$ cat src/rtl/uart_byte_tx.sv
// UART byte transmitter: 8N1 by default, 8E1 when UART_TX_PARITY_EN is defined.
// One byte per txd_en_go strobe, LSB first; txd_busy/tx_done are registered.
module uart_byte_tx #(
    parameter int CLK_FREQ   = 50_000_000,
    parameter int BAUD       = 115200,
    parameter int BIT_CYCLES = CLK_FREQ / BAUD
) (
    input  logic       clk,
    input  logic       rst,
    input  logic [7:0] txd_data,
    input  logic       txd_en_go,
    output logic       txd_busy,
    output logic       tx_done,
    output logic       uart_tx
);

    localparam int CW = $clog2(BIT_CYCLES);
    localparam logic [CW-1:0] CYC_LAST = CW'(BIT_CYCLES - 1);

    typedef enum logic [2:0] {
        S_IDLE,
        S_START,
        S_DATA,
`ifdef UART_TX_PARITY_EN
        S_PARITY,
`endif
        S_STOP
    } state_e;

    state_e        state_q, state_d;
    logic [CW-1:0] cyc_q, cyc_d;
    logic [2:0]    bit_q, bit_d;
    logic [7:0]    shift_q, shift_d;
    logic          tx_q, tx_d;
    logic          busy_q, busy_d;
    logic          done_q, done_d;
    logic          bit_end;
`ifdef UART_TX_PARITY_EN
    logic          parity_q, parity_d;
`endif

    assign bit_end = (cyc_q == CYC_LAST);

    always_comb begin
        state_d = state_q;
        cyc_d   = cyc_q;
        bit_d   = bit_q;
        shift_d = shift_q;
        done_d  = 1'b0;
`ifdef UART_TX_PARITY_EN
        parity_d = parity_q;
`endif
        case (state_q)
            S_IDLE: begin
                if (txd_en_go) begin
                    shift_d = txd_data;
                    cyc_d   = '0;
                    bit_d   = '0;
                    state_d = S_START;
`ifdef UART_TX_PARITY_EN
                    parity_d = ^txd_data;
`endif
                end
            end
            S_START: begin
                if (bit_end) begin
                    cyc_d   = '0;
                    bit_d   = '0;
                    state_d = S_DATA;
                end else begin
                    cyc_d = cyc_q + 1'b1;
                end
            end
            S_DATA: begin
                if (bit_end) begin
                    cyc_d   = '0;
                    shift_d = {1'b0, shift_q[7:1]};
                    bit_d   = bit_q + 1'b1;
                    if (bit_q == 3'd7) begin
`ifdef UART_TX_PARITY_EN
                        state_d = S_PARITY;
`else
                        state_d = S_STOP;
`endif
                    end
                end else begin
                    cyc_d = cyc_q + 1'b1;
                end
            end
`ifdef UART_TX_PARITY_EN
            S_PARITY: begin
                if (bit_end) begin
                    cyc_d   = '0;
                    state_d = S_STOP;
                end else begin
                    cyc_d = cyc_q + 1'b1;
                end
            end
`endif
            S_STOP: begin
                if (bit_end) begin
                    cyc_d   = '0;
                    state_d = S_IDLE;
                    done_d  = 1'b1;
                end else begin
                    cyc_d = cyc_q + 1'b1;
                end
            end
            default: state_d = S_IDLE;
        endcase
    end

    // Line and busy are decoded from the next state so they change on the same edge as the state.
    always_comb begin
        tx_d = 1'b1;
        case (state_d)
            S_START:  tx_d = 1'b0;
            S_DATA:   tx_d = shift_d[0];
`ifdef UART_TX_PARITY_EN
            S_PARITY: tx_d = parity_d;
`endif
            default:  tx_d = 1'b1;
        endcase
        busy_d = (state_d != S_IDLE);
    end

    always_ff @(posedge clk) begin
        if (rst) begin
            state_q <= S_IDLE;
            cyc_q   <= '0;
            bit_q   <= '0;
            shift_q <= '0;
            tx_q    <= 1'b1;
            busy_q  <= 1'b0;
            done_q  <= 1'b0;
`ifdef UART_TX_PARITY_EN
            parity_q <= 1'b0;
`endif
        end else begin
            state_q <= state_d;
            cyc_q   <= cyc_d;
            bit_q   <= bit_d;
            shift_q <= shift_d;
            tx_q    <= tx_d;
            busy_q  <= busy_d;
            done_q  <= done_d;
`ifdef UART_TX_PARITY_EN
            parity_q <= parity_d;
`endif
        end
    end

    assign uart_tx  = tx_q;
    assign txd_busy = busy_q;
    assign tx_done  = done_q;

endmodule

$ cat config.mk
export PLATFORM = sky130hd
export DESIGN_NAME = uart_byte_tx
export DESIGN_NICKNAME = d
export VERILOG_FILES = /design/src/rtl/uart_byte_tx.sv
export SDC_FILE = /design/constraint.sdc
export NUM_CORES = 1
export LEC_CHECK = 0
export CORE_AREA = 2 2 52 54
export CTS_CLUSTER_DIAMETER = 60
export DETAILED_ROUTE_END_ITERATION = 16
export DIE_AREA = 0 0 54 56
export PLACE_DENSITY = 0.84
export SYNTH_ARGS = -nofsm -noshare
export SYNTH_HDL_FRONTEND = slang
export SYNTH_SLANG_ARGS = --single-unit
$ cat constraint.sdc
create_clock -name clk -period 2 [get_ports clk]
set_clock_uncertainty 0.05 [all_clocks]
set_input_delay 0.6 -clock clk [delete_from_list [all_inputs] [get_ports clk]]
set_output_delay 0.6 -clock clk [all_outputs]
set_load 0.005 [all_outputs]
==> metrics.md <==
| Metric | Value |
|---|---|
| Status | finished, final reports clean |
| Netlist cell types | 40 |
| Layout Cells excl Fill | approximately 200 |
| Final Hold Viols | 0 |
| Most common cell after layout, fill and taps aside | dfxtp_1 |
| Crit Path Max Fanout | 7 |
| GRT overflow | 0 |
| Internal power | about 0.78 mW |
| Num CTS Buffers | 3 |
| First-pass GRT wire length | roughly 4.6 mm |
| 1st-iter DRT viols | 39 |
| Most frequent cells in the layout | dfxtp_1 (25), a21oi_1 (21), clkdlybuf4s50_1 (13) |
| Synth-to-layout area growth | 18.9% |
| Worst Reg-to-Reg Cells | 7 |
| Metal3 WL | ~100 um |
| Mapped Nets | about 160 |
| DRT Pass-1 Iters | 5 |
| Largest net degree at the start of global routing | 16 |
| Post-route clock period utilization | 95.5% |
| Clock Power Share | 37.4% |
| Combinational share of power | between 8 and 9% |
| CP required | 2220 ps |
| Rows | 18 |
| Slew Viols, Final | 0 |
| Critical Path AT | approximately 2100 ps |
| Min Tclk post-route | between 1500 and 2000 ps |
| Sw Share | a little over a fifth |
| Cell Area, Placed | 1440 sq um |
| Number of synthesized register bits | 26 |
| CP Capture Type | register |
| DR WL/cell | 13.3 um |
| Hold WS | approximately 420 ps |
| Async SR Flop Fraction | 0% |
| I/O pin cnt | 14 |
| Worst-path cell chain | inv_1 > ha_1 > and4_4 > a211o_1 > buf_4 > or3_1 > a21oi_1 |
| Post-DP HPWL | between 1.5 and 2 mm |
| Part of the power in registers | a little over half |
| Crit-path max cell delay | ~370 ps |
| Drc violations | 0 |
| DR vias | ~1100 |
| FILL cells | 202 |
| Chip Height | 56 um |
| Sw power | approximately 0.21 mW |
| CTS Root Buffer Type | clkbuf_4 |
| Fmax | ~520 MHz |
| Placeable Area | 2430 sq um |
| Ys Warns | 0 |
| Routed WL | between 2 and 3 mm |
| Met2 wire length | 1.30 mm |
| Critical Setup Path Class | register to register |
| # setup viols final | 0 |
| Ant. Diodes | 0 |
| NumNets Final | 181 |
| Critical Path Source | cyc_q[1]$_SDFFE_PP0P_ |
| Max cap viols | 0 |
| GPL Wtd Cong | a little over 0.8 |
| H-tree depth | 1 |
| Routed vias/inst | approximately 5.8 |
| Post-synthesis area per instance | 8.51 sq um |
| Crit start category | register |
| Worst hold-check path type | register to register |
| Met1 Wirelength | about 1.2 mm |
| R2R Path End | cyc_q[5]$_SDFFE_PP0P_ |
| Initial Util | between 50 and 60% |
| Antenna violations before repair | 0 |
| Post-synth EDFFs | 0 |
| R2R setup slack | ~90 ps |
| PortBufs | 13 |
| Total GRT Usage | 19.9% |
| Clk sinks | 26 |
| CTS clk-pin slew, worst paths | 150 ps |
| Clock latency on the worst-skew pair | roughly 330 ps |
| Pwr Density | 661 nW/um^2 |
| Clock tree buffer depth | 2 |
| Design Area, Final | roughly 1500 sq um |
| Ys flop type | dfxtp_1 |
| Share of post-route cells with drive strength above 1 | approximately 12% |
| Inst Count DP | approximately 190 |
| Seq/Total Area, Yosys | approximately two fifths |
| Tot Pwr | 0.990 mW |
| RSZ-0062 raised after global routing | false |
| Peak supply drop | 463 uV |
| Setup crit end | cyc_q[5]$_SDFFE_PP0P_ |
| Cell count after synthesis | 148 |
| Die area | about 3000 sq um |
| DR top layer | met4 |
| Worst path slowest cell | dfxtp_2 |
| Reg2reg start | cyc_q[1]$_SDFFE_PP0P_ |
| Leak | 0.550 nW |
| CTS tree | built |
| Post-DRT Antenna Nets | 0 |
| Number of global-route vias before repair | about 1100 |
| Mapped Area | between 1000 and 1500 sq um |
| Die W | about 54 um |
-- metal layers --
metal / vias up / GRT usage, %
li1: 572 / -
met1: 527 / 23.7
met2: 25 / 35.4
met3: 4 / 2.42
met4: 0 / 6.43
met5: - / 0
-- worst min path at each step --
| stage | from | endpoint | slack (ps) | cells after the start |
|---|---|---|---|---|
| finish | shift_q[3]$_SDFFE_PP0P_ | shift_q[3]$_SDFFE_PP0P_ | 420 | 2 |
| floorplan | shift_q[2]$_SDFFE_PP0P_ | shift_q[2]$_SDFFE_PP0P_ | 390 | 2 |
| global route | shift_q[5]$_SDFFE_PP0P_ | shift_q[5]$_SDFFE_PP0P_ | 440 | 2 |
| CTS | shift_q[3]$_SDFFE_PP0P_ | shift_q[3]$_SDFFE_PP0P_ | 420 | 2 |
| detailed placement | shift_q[3]$_SDFFE_PP0P_ | shift_q[3]$_SDFFE_PP0P_ | 400 | 2 |
| global placement | shift_q[3]$_SDFFE_PP0P_ | shift_q[3]$_SDFFE_PP0P_ | 390 | 2 |
-- cells by family after synthesis --
group | share of synthesized area (%)
buffers and inverters | 6.16
and+or+nand+nor | 25.7
adders and majority gates | 3.97
AOI/OAI and AO/OA | 21.2
xor gates and xnor gates | 1.39
other | 0.298
DFF | 41.3
-- synth_stat cells, types with 4 or more instances --
cell type	n	share of area [%]
dfxtp_1	26	41
a21oi_1	21	8.3
nor2_1	12	3.6
nand2_1	7	2.1
nand3_1	7	2.8
a22oi_1	6	3.6
inv_1	5	1.5
o21ai_1	5	2.0
and3_1	4	2.0
clkbuf_1	4	1.2
ha_1	4	4.0
o21ai_0	4	1.6
-- metrics by stage --
stage / TNS (ps) / setup slack, ps / utilization, %
floorplan: 0 / 148 / -
global placement: -247 / -119 / 59.4
detailed placement: -903 / -209 / 59.4
CTS: 0 / 44.4 / 61.5
global route: 0 / 23.9 / 61.6
finish: 0 / 89.7 / 61.6
-- state kept, by name, summed over array words and instances (netlist names) --
name,count
txd_busy,1
uart_tx,1
state_q,3
cyc_q,9
bit_q,3
tx_done,1
shift_q,8
-- area by class of cell --
type	instances	area [sq um]	share of cell area [%]
clock inverter	1	30.0	2.01
multi-input combinational	107	662	44.2
inverter	5	18.8	1.25
timing repair buffer	23	205	13.7
sequential	26	522	34.8
tap	30	37.5	2.51
clock buffer	3	22.5	1.50
-- power by group through the flow --
stage | combinational, mW | clock, mW | sequential, mW
CTS | 0.0815 | 0.371 | 0.539
finish | 0.0811 | 0.370 | 0.539
detailed placement | 0.0805 | 0 | 0.550
global route | 0.0893 | 0.395 | 0.541
floorplan | 0.0436 | 0 | 0.545
global placement | 0.0778 | 0 | 0.549
-- worst max-delay path: cells and delay by family (launching register included) --
kind	cells	cell delay, ps
and+or+nand+nor	2	550
AOI/OAI and AO/OA	2	490
DFF	1	370
buffers and inverters	2	220
adders and majority gates	1	170
-- timing repair --
item / in CTS / in global routing
gates resized for setup: 0 / 1
endpoints found under the setup margin: 0 / 2
hold buffers: 0 / 0
setup buffers: 0 / 0
No activity file was read; power rests on OpenSTA's default activity.
